File: src/rtl/debug_capture_ctrl.sv
// Logic-analyser style capture controller: records samples into an external ring buffer,
// stops POST_TRIGGER samples after a trigger, then streams the buffer out byte-wise, oldest first.
module debug_capture_ctrl #(
    parameter int CAPTURE_WIDTH_BITS = 88,
    parameter int CAPTURE_SIZE       = 128,
    parameter int POST_TRIGGER       = 64
) (
    input  logic                            clk,
    input  logic                            reset,
    input  logic [CAPTURE_WIDTH_BITS-1:0]   capture_data,
    input  logic                            capture_enable,
    input  logic                            trigger,
    input  logic                            rearm,
    output logic                            buf_we,
    output logic [$clog2(CAPTURE_SIZE)-1:0] buf_waddr,
    output logic [CAPTURE_WIDTH_BITS-1:0]   buf_wdata,
    output logic [$clog2(CAPTURE_SIZE)-1:0] buf_raddr,
    input  logic [CAPTURE_WIDTH_BITS-1:0]   buf_rdata,
    output logic [7:0]                      tx_byte,
    output logic                            tx_valid,
    input  logic                            tx_ready,
    output logic                            triggered,
    output logic                            dump_active,
    output logic                            done
);
    localparam int BYTES = (CAPTURE_WIDTH_BITS + 7) / 8;
    localparam int SW    = BYTES * 8;
    localparam int AW    = $clog2(CAPTURE_SIZE);
    localparam int CW    = $clog2(CAPTURE_SIZE + 1);
    localparam int BW    = (BYTES > 1) ? $clog2(BYTES) : 1;

    typedef enum logic [2:0] {
        S_CAPTURE, S_POST, S_READ, S_LOAD, S_SEND, S_DONE
    } state_t;

    state_t          state, next_state;
    logic [AW-1:0]   wr_ptr, rd_ptr;
    logic            wrapped;
    logic [CW-1:0]   post_cnt, remaining;
    logic [SW-1:0]   shreg;
    logic [BW-1:0]   byte_idx;
    logic            last_byte, wrap_nxt;

    assign buf_we      = capture_enable && (state == S_CAPTURE || state == S_POST);
    assign buf_waddr   = wr_ptr;
    assign buf_wdata   = capture_data;
    assign buf_raddr   = rd_ptr;
    assign tx_valid    = (state == S_SEND);
    assign tx_byte     = shreg[7:0];
    assign triggered   = (state == S_POST) || (state == S_READ) || (state == S_LOAD) || (state == S_SEND);
    assign dump_active = (state == S_READ) || (state == S_LOAD) || (state == S_SEND);
    assign done        = (state == S_DONE);
    assign last_byte   = (byte_idx == BW'(BYTES - 1));
    assign wrap_nxt    = wrapped || (wr_ptr == AW'(CAPTURE_SIZE - 1));

    always_ff @(posedge clk) begin
        if (reset) state <= S_CAPTURE;
        else       state <= next_state;
    end

    always_comb begin
        next_state = state;
        case (state)
            S_CAPTURE: if (trigger) next_state = S_POST;
            S_POST:    if (buf_we && post_cnt == CW'(1)) next_state = S_READ;
            S_READ:    next_state = S_LOAD;
            S_LOAD:    next_state = S_SEND;
            S_SEND:    if (tx_ready && last_byte) next_state = (remaining != '0) ? S_READ : S_DONE;
            S_DONE:    if (rearm) next_state = S_CAPTURE;
            default:   next_state = S_CAPTURE;
        endcase
    end

    always_ff @(posedge clk) begin
        if (reset) begin
            wr_ptr    <= '0;
            rd_ptr    <= '0;
            wrapped   <= 1'b0;
            post_cnt  <= '0;
            remaining <= '0;
            shreg     <= '0;
            byte_idx  <= '0;
        end else begin
            if (buf_we) begin
                wr_ptr <= wr_ptr + AW'(1);
                if (wr_ptr == AW'(CAPTURE_SIZE - 1)) wrapped <= 1'b1;
            end
            case (state)
                S_CAPTURE: if (trigger) post_cnt <= CW'(POST_TRIGGER);
                S_POST: if (buf_we) begin
                    post_cnt <= post_cnt - CW'(1);
                    // Final post-trigger write: oldest sample is the next write slot once wrapped.
                    if (post_cnt == CW'(1)) begin
                        if (wrap_nxt) begin
                            rd_ptr    <= wr_ptr + AW'(1);
                            remaining <= CW'(CAPTURE_SIZE);
                        end else begin
                            rd_ptr    <= '0;
                            remaining <= CW'(wr_ptr) + CW'(1);
                        end
                    end
                end
                S_LOAD: begin
                    shreg     <= SW'(buf_rdata);
                    byte_idx  <= '0;
                    rd_ptr    <= rd_ptr + AW'(1);
                    remaining <= remaining - CW'(1);
                end
                S_SEND: if (tx_ready) begin
                    shreg    <= shreg >> 8;
                    byte_idx <= byte_idx + BW'(1);
                end
                S_DONE: if (rearm) begin
                    wr_ptr    <= '0;
                    rd_ptr    <= '0;
                    wrapped   <= 1'b0;
                    post_cnt  <= '0;
                    remaining <= '0;
                    byte_idx  <= '0;
                end
                default: ;
            endcase
        end
    end
endmodule

File: config.mk
export PLATFORM = sky130hd
export DESIGN_NAME = debug_capture_ctrl
export DESIGN_NICKNAME = d
export VERILOG_FILES = /design/src/rtl/debug_capture_ctrl.sv
export SDC_FILE = /design/constraint.sdc
export NUM_CORES = 1
export LEC_CHECK = 0
export BUFFER_PORTS_ARGS = -buffer_cell sky130_fd_sc_hd__clkbuf_2
export CAP_MARGIN = 10
export CORE_MARGIN = 2
export CORE_UTILIZATION = 48
export DETAILED_ROUTE_END_ITERATION = 6
export HOLD_SLACK_MARGIN = 0.05
export PLACE_DENSITY_LB_ADDON = 0.3
export SETUP_SLACK_MARGIN = 0.1
export SLEW_MARGIN = 20
export SYNTH_ARGS = -nofsm -noshare
export SYNTH_HDL_FRONTEND = slang
export SYNTH_SLANG_ARGS = --single-unit
File: constraint.sdc
create_clock -name clk -period 2.2 [get_ports clk]
set_input_delay 0.44 -clock clk [delete_from_list [all_inputs] [get_ports clk]]
set_output_delay 0.44 -clock clk [all_outputs]
set_load 0.01 [all_outputs]
==> results of run 1 <==
==> metal layers <==
| layer | GRT usage [%] | up-vias | part of all wire, % |
|---|---|---|---|
| li1 | - | 2673 | - |
| met1 | 25.7 | 2455 | 39 |
| met2 | 39.7 | 202 | 51 |
| met3 | 9.01 | 34 | 9.0 |
| met4 | 7.69 | 0 | 1.4 |
| met5 | 0 | - | 0 |
==> sequential cells by signal (all words and copies together), names as in the netlist <==
| register | flops |
|---|---|
| shreg | 88 |
| post_cnt | 8 |
| remaining | 8 |
| buf_raddr | 7 |
| buf_waddr | 7 |
| byte_idx | 4 |
| state | 3 |
| wrapped | 1 |
==> cell families (layout without fill, tap and decap cells) <==
kind of cell / Yosys count / after routing / synth area share, %
XOR/XNOR: 20 / 20 / 2.60
AO/OA/AOI/OAI: 156 / 156 / 15.9
multiplexers: 85 / 85 / 12.6
flip-flops: 126 / 126 / 37.4
buffers and inverters: 157 / 184 / 15.0
adder cells (fa/ha/maj): 8 / 8 / 1.49
AND/OR/NAND/NOR: 217 / 217 / 15.0
==> synth_stat cells (all sizes together), types with 9 or more instances <==
master	n
a211oi	87
a21oi	23
a22oi	9
buf	124
clkbuf	22
dfxtp	126
inv	11
mux2i	85
nand2	16
nor2	132
nor3	19
o21ai	21
xor2	13
==> area by class of cell <==
type | count | area, sq um | area share, %
multi-input cells | 486 | 3230 | 43.0
inverters | 11 | 41.3 | 0.550
well taps | 180 | 225 | 3.00
clock inverters | 11 | 140 | 1.87
clock buffers | 20 | 467 | 6.22
flip-flops and latches | 126 | 2520 | 33.6
repair buffers | 142 | 881 | 11.7
==> per-stage QoR <==
step	instances	total power, mW
2_1_floorplan	769	3.68
3_3_place_gp	943	3.83
3_5_place_dp	943	3.87
4_1_cts	976	6.76
5_1_grt	976	7.03
6_report	976	6.69
==> power groups by stage <==
| stage | combinational [mW] | clock [mW] | sequential, mW |
|---|---|---|---|
| after global routing | 1.31 | 3.03 | 2.69 |
| final | 1.17 | 2.85 | 2.66 |
| after floorplan | 1.04 | 0 | 2.64 |
| after detailed placement | 1.16 | 0 | 2.70 |
| after CTS | 1.18 | 2.92 | 2.66 |
| after global placement | 1.14 | 0 | 2.69 |
==> repair_timing <==
action,in CTS,in global routing
gates resized for setup,2,1
setup buffers,1,0
gates cloned,1,0
setup endpoints to repair,3,1
pin swaps,1,0
==> worst min path at each step <==
stage                                         start                         to
after floorplan           remaining[6]$_SDFFE_PP0P_  remaining[6]$_SDFFE_PP0P_
after global placement    remaining[6]$_SDFFE_PP0P_  remaining[6]$_SDFFE_PP0P_
after detailed placement    buf_waddr[1]$_SDFF_PP0_    buf_waddr[1]$_SDFF_PP0_
after CTS                             buf_rdata[81]     shreg[81]$_SDFFE_PP0P_
after global routing                  buf_rdata[86]     shreg[86]$_SDFFE_PP0P_
final                                 buf_rdata[82]     shreg[82]$_SDFFE_PP0P_
==> worst max-delay path, cell delays in order (launching register included) <==
cell and delay, ns:
dfxtp_2 0.43, nor3b_4 0.27, buf_12 0.23, clkbuf_2 0.18
==> cells in the final DEF, fill, tap and decap left out, types with 8 or more instances in the layout <==
cell type / count
clkbuf_2: 119
dfxtp_1: 124
nor2_1: 132
o21ai_0: 14
mux2i_1: 85
buf_4: 15
a211oi_1: 86
clkbuf_16: 17
nor3_1: 17
xor2_1: 13
ha_1: 8
a22oi_1: 9
nand2_1: 15
inv_1: 11
a21oi_1: 23
==> flow_summary.toml, run 1 <==
[finish]
diodes = 0
drive_above_1_share_pct = 23.4
fillers = 1275
finalNetCount = 974
fin_area_sq_mm = 0.00750
syn_to_final_growth_pct = 11.4
fin_util_pct = 54.5

[global_routing]
grt.total_usage_pct = 22.9
grt_pass1_wl_microns = 26200
gr-total-overflow = 0
grt_pass1_vias = 5056
antenna_found_initial = 0
grt_max_degree = 62

[cts]
htree_levels = 4
clock_latency_ns = 0.42
cts_tree = "done"
clockBufferDepth = 2
cts.sinks = 126
numCtsBuffers = 17
clockRootBuffer = "clkbuf_16"
clkTransAtPathRegs_ns = 0.06
ctsHoldBuffers = 0

[placement]
gp_congestion = 0.884
place_worst_setup_slack_ns = 0.186
placed_area_sq_mm = 0.00685
io_buffer_count = 120
place_hpwl_microns = 12700

[worst_setup_path]
endpoint = "tx_valid"
r2r-end = "remaining[5]$_SDFFE_PP0P_"
critPathLaunch = "state[0]$_SDFFE_PP0P_"
ff2ff_path_depth = 7
rr_startpoint = "post_cnt[0]$_SDFFE_PP0P_"
crit_type = "reg -> out"
end_kind = "output port"
cp_max_fo = 21
r2r_setup_slack_ns = 0.27
start_kind = "register"
crit_required_ns = 1.76
arrival_ns = 1.52

[pwr]
p_leak_nw = 2.71
pwr-share-clk_pct = 42.7
vdd_ir_drop_max_uv = 551
powerDensity_mw_per_mm2 = 891
cell_internal_pwr_mw = 4.88
seq_power_share_pct = 39.8
p_switching_mw = 1.81
combPwrFrac_pct = 17.5
switching_share_pct = 27.0

[sta]
final_hold_viol_count = 0
fin_crit_sh_pct = 89.1
fmax_mhz = 510
maxSlewHeadroom_pct = 53.8
fin_skew_ns = 0.00815
rsz0062_at_grt = "false"
setup_tns_ns = 0
tightest_slew_ns = 0.693
fin_crit_ns = 1.96
hold_ws_ns = 0.277
drv_slew = 0
setup_viol = 0
setup_ws_ns = 0.239

[floorplan]
coreArea_sq_mm = 0.0138
die_area_sq_mm = 0.0150
chipWidth_microns = 122
dieHeight_microns = 122
rows = 43
ios = 297
start_util_pct = 48.9

[routing]
routedWlPerCell_microns = 17.7
wl_microns = 17200
viasPerCell = 5.50
drtIter0Drc = 256
first_pass_iters = 7
antenna_left = 0
dr_total_vias = 5364
drc_errors = 0

[synthesis]
async_reset_ff_share_pct = 0
yosysTopAreaCell = "dfxtp_1"
yosys_most_used_dff = "dfxtp_1"
synthesis.area_sq_mm = 0.00674
synth_edf_count = 0
synth_seq_cells = 126
synth_top_area_share_pct = 37.4
synth_nets = 959
seq_area_frac_synth_pct = 37.4
avgSynthCellArea_sq_um = 8.76
synth_cell_type_count = 49
synth.yosys.warnings = 0
synth_area_leaders = "dfxtp_1 37%, mux2i_1 13%, buf_4 11%, a211oi_1 9.6%, nor2_1 7.4%"
syn_inst = 769

[hold_path]
hold_path_depth = 3
hold_path.class = "in -> reg"

[run_status]
status = "complete, no violations"

[flow_run]
max_cap_violations = 0
Note: power is estimated with default switching activity, not from simulation.
==> run 2, diff against run 1 <==
- BUFFER_PORTS_ARGS: -buffer_cell sky130_fd_sc_hd__clkbuf_2 -> default
- CORE_AREA: default -> 2 2 116 118
- CORE_MARGIN: 2 -> default
- CORE_UTILIZATION: 48 -> default
- DIE_AREA: default -> 0 0 118 120
- DONT_BUFFER_PORTS: default -> 1
- PLACE_DENSITY_LB_ADDON: 0.3 -> 0.1
==> run 2 against run 1 <==
Effect of this change:
- clock-buffer cell count stayed put
- utilization fell by 1.3 points
- cell count is 13% lower
- final area is 8.1% lower
- non-clock buffer count is 123 lower
- critical path type is now reg -> reg
- fmax is 1.2% higher
- largest power group unchanged
==> flow_summary.toml, run 2 (synthesized netlist as in run 1, its figures left out) <==
[run_status]
status = "complete, no violations"

[pwr]
p_leak_nw = 2.20
vdd_ir_drop_max_uv = 474
powerDensity_mw_per_mm2 = 955

[cts]
clockBufferDepth = 2
numCtsBuffers = 17
clockRootBuffer = "clkbuf_16"
clock_latency_ns = 0.41
clkTransAtPathRegs_ns = 0.06
ctsHoldBuffers = 0
cts_tree = "done"
cts.sinks = 126
htree_levels = 4

[worst_setup_path]
crit_type = "reg -> reg"
r2r_setup_slack_ns = 0.26
end_kind = "register"
crit_required_ns = 2.52
arrival_ns = 2.26
start_kind = "register"
cp_max_fo = 13

[routing]
antenna_left = 0
first_pass_iters = 5
dr_total_vias = 4937
routedWlPerCell_microns = 20.0
drc_errors = 0
viasPerCell = 5.81
wl_microns = 17000
drtIter0Drc = 377

[sta]
fin_crit_ns = 1.94
setup_tns_ns = 0
fmax_mhz = 516
fin_crit_sh_pct = 88.0
fin_skew_ns = 0.00494
setup_ws_ns = 0.263
drv_slew = 0
tightest_slew_ns = 0.715
rsz0062_at_grt = "true"
final_hold_viol_count = 0
maxSlewHeadroom_pct = 52.3
setup_viol = 0

[global_routing]
gr-total-overflow = 0
grt_pass1_wl_microns = 26000
grt_pass1_vias = 4540
grt_max_degree = 114
grt.total_usage_pct = 23.5
antenna_found_initial = 0

[placement]
placed_cells_incl_taps = 816
io_buffer_count = 0
gp_congestion = 0.841
place_worst_setup_slack_ns = 0.146
placed_area_sq_mm = 0.00622
place_hpwl_microns = 12500

[finish]
ff_latch_area_sq_mm = 0.00252
reg.largest.list = "shreg (88), post_cnt (8), remaining (8)"
drive_above_1_share_pct = 9.50
fillers = 1239
final_common_cell = "nor2_1"
multi_input_area_sq_mm = 0.00325
fin_area_sq_mm = 0.00690
syn_to_final_growth_pct = 2.38
finalNetCount = 852
largest_reg_flops = 88
top_register = "shreg"
stdcell_count = 850
layout_common_cells = "131 x nor2_1, 124 x dfxtp_1, 86 x a211oi_1"
diodes = 0
fin_util_pct = 53.1

[floorplan]
coreArea_sq_mm = 0.0130
start_util_pct = 51.9
rows = 42
dieHeight_microns = 120
ios = 297
chipWidth_microns = 118
die_area_sq_mm = 0.0142

[hold_path]
hold_path.class = "in -> reg"

[flow_run]
max_cap_violations = 0
[run 2: changes by cell type in the layout (fill, tap and decap cells not counted), moves of 2 or more]
cell      before  now
clkbuf_2     119    0
buf_4         15   10
buf_6          0    2
clkbuf_1       0    2
clkbuf_8       3    1
nand2_1       15   13
[run 2: through the flow]
stage	hold WS [ns]	total power [mW]
4_1_cts	0.0755	6.62
6_report	0.0891	6.59
5_1_grt	0.0737	6.91
3_5_place_dp	0.483	3.69
3_3_place_gp	0.472	3.67
2_1_floorplan	0.458	3.68
[run 2: critical path: stages (launching register included)]
cell and delay (ns):
dfxtp_1 0.40, ha_1 0.17, or4bb_1 0.43, nor3_2 0.21, or2_2 0.34, nor2_1 0.07, nor4_1 0.22
[run 2: area by class of cell]
type	instances	area share (%)
repair buffers	19	3.56
multi-input cells	487	47.2
inverters	11	0.599
flip-flops and latches	126	36.6
clock buffers	20	6.48
clock inverters	11	2.41
well taps	176	3.19
[run 2: worst paths after layout]
check	start	to	cells past startpoint
setup / recovery	post_cnt[0]$_SDFFE_PP0P_	buf_raddr[4]$_SDFFE_PP0P_	6
hold / removal	reset	state[0]$_SDFFE_PP0P_	1
setup reg to reg	post_cnt[0]$_SDFFE_PP0P_	buf_raddr[4]$_SDFFE_PP0P_	6
hold reg to reg	remaining[6]$_SDFFE_PP0P_	remaining[6]$_SDFFE_PP0P_	2
[run 2: report_power, final]
| group | switching, mW | internal, mW | total, mW |
|---|---|---|---|
| registers | 0.182 | 2.49 | 2.67 |
| logic | 0.541 | 0.460 | 1.00 |
| clock network | 1.00 | 1.91 | 2.92 |
[run 2: routing by layer]
layer	GRT usage [%]	part of all wire, %	routed length [microns]
met1	26.1	38	6390
met2	37.5	48	8190
met3	13.2	12	2110
met4	9.19	2.0	345
met5	0	0	0
[run 2: repair_timing]
| item | 4_1_cts | 5_1_grt |
|---|---|---|
| pin swaps | 0 | 2 |
| cloned | 0 | 1 |
| setup buffers | 0 | 2 |
| gates resized for setup | 1 | 9 |
| endpoints found under the setup margin | 1 | 71 |
==> run 3, diff against run 2 <==
- GPL_TIMING_DRIVEN: default -> 0
- SKIP_CTS_REPAIR_TIMING: default -> 1
==> run 3 against run 2 <==
Effect of this change:
- cell count rose by 15%
- sequential power is essentially flat
- register-to-register slack lost 0.03 ns
- global-route usage grew 2.2 points
- routed wire length increased by 9.3%
==> flow_summary.toml, run 3 (synthesized netlist as in run 1, its figures left out) <==
[run_status]
status = "complete, no violations"

[routing]
wl_microns = 18600
routedWlPerCell_microns = 19.1
viasPerCell = 5.70
first_pass_iters = 7
antenna_left = 0
drtIter0Drc = 365
dr_total_vias = 5566
drc_errors = 0

[sta]
setup_ws_ns = 0.106
fin_skew_ns = 0.00617
tightest_slew_ns = 0.649
rsz0062_at_grt = "true"
maxSlewHeadroom_pct = 56.7
setup_tns_ns = 0
fin_crit_ns = 2.09
final_hold_viol_count = 0
setup_viol = 0
fmax_mhz = 477
drv_slew = 0
fin_crit_sh_pct = 95.2

[floorplan]
die_area_sq_mm = 0.0142
ios = 297
chipWidth_microns = 118
coreArea_sq_mm = 0.0130
rows = 42
dieHeight_microns = 120
start_util_pct = 51.9

[finish]
diodes = 0
fillers = 1206
largest_reg_flops = 88
top_register = "shreg"
reg.largest.list = "shreg (88), post_cnt (8), remaining (8)"
drive_above_1_share_pct = 21.1
finalNetCount = 978
layout_common_cells = "131 x nor2_1, 125 x dfxtp_1, 103 x buf_4"
syn_to_final_growth_pct = 11.9
final_common_cell = "nor2_1"

[worst_setup_path]
r2r-end = "shreg[3]$_SDFFE_PP0P_"
arrival_ns = 1.65
crit_type = "reg -> out"
r2r_setup_slack_ns = 0.23
critPathLaunch = "state[0]$_SDFFE_PP0P_"
rr_startpoint = "state[1]$_SDFFE_PP0P_"
end_kind = "output port"
ff2ff_path_depth = 7
crit_required_ns = 1.76
cp.buffers_inverters = 3
cp_slowest_cell = "dfxtp_1"
cp_max_fo = 10
cp_top_family = "buffers and inverters"
start_kind = "register"
endpoint = "tx_valid"
max_stage_delay_ns = 0.29
worstPathCellList = "buf_2, nor3b_4, buf_4, buf_6"
path_depth = 4

[pwr]
powerDensity_mw_per_mm2 = 862
switching_share_pct = 29.1
seq_power_share_pct = 40.5
pwr-share-clk_pct = 39.7
cell_internal_pwr_mw = 4.61
p_switching_mw = 1.89
p_leak_nw = 2.67
combPwrFrac_pct = 19.8
vdd_ir_drop_max_uv = 572

[global_routing]
grt_pass1_vias = 5395
antenna_found_initial = 0
gr-total-overflow = 0
grt_max_degree = 17
grt_pass1_wl_microns = 28700
grt.total_usage_pct = 25.7

[cts]
htree_levels = 4
clock_latency_ns = 0.42
numCtsBuffers = 17
clockBufferDepth = 2
cts.sinks = 126
clockRootBuffer = "clkbuf_16"
cts_tree = "done"
clkTransAtPathRegs_ns = 0.05

[placement]
io_buffer_count = 0
place_worst_setup_slack_ns = 0.165
gp_congestion = 0.935
place_hpwl_microns = 14600

[flow_run]
max_cap_violations = 0

[hold_path]
hold_path.class = "in -> reg"
run 3: final cells by class:
class,count,area (sq um),share of cell area (%)
clock buffers,20,447,5.92
flip-flops and latches,126,2520,33.5
inverters,11,41.3,0.547
plain buffers,146,976,12.9
clock inverters,11,95.1,1.26
well taps,176,220,2.92
multi-input cells,486,3240,42.9
run 3: worst min-delay path by stage:
stage                               from                   endpoint  slack [ns]  cells after the start
6_report                   buf_rdata[84]     shreg[84]$_SDFFE_PP0P_        0.19                      2
5_1_grt                    buf_rdata[85]     shreg[85]$_SDFFE_PP0P_        0.18                      2
4_1_cts                    buf_rdata[85]     shreg[85]$_SDFFE_PP0P_        0.17                      2
3_5_place_dp      shreg[70]$_SDFFE_PP0P_     shreg[70]$_SDFFE_PP0P_        0.49                      2
3_3_place_gp   remaining[6]$_SDFFE_PP0P_  remaining[6]$_SDFFE_PP0P_        0.47                      2
2_1_floorplan  remaining[6]$_SDFFE_PP0P_  remaining[6]$_SDFFE_PP0P_        0.46                      2
run 3: per-layer routing:
metal	global-route usage (%)	vias up	part of all wire, %
li1	-	2668	-
met1	29.7	2593	40
met2	43.3	266	49
met3	10.3	39	8.8
met4	9.11	0	2.3
met5	0	-	0
run 3: power by group through the flow:
stage               registers, mW  logic, mW  clock network, mW
floorplan                    2.64       1.04                  0
global placement             2.67       1.23                  0
detailed placement           2.68       1.26                  0
CTS                          2.63       1.27               2.63
global route                 2.66       1.42               2.73
finish                       2.64       1.29               2.58
run 3: through the flow:
stage	instance area, sq um	utilization (%)	power (mW)	hold WS [ns]	cells
floorplan	6740	-	3.68	0.458	769
global placement	6960	53.6	3.90	0.475	945
detailed placement	6960	53.6	3.94	0.491	945
CTS	7500	57.8	6.53	0.168	976
global route	7540	58.1	6.81	0.180	976
finish	7540	58.1	6.50	0.187	976
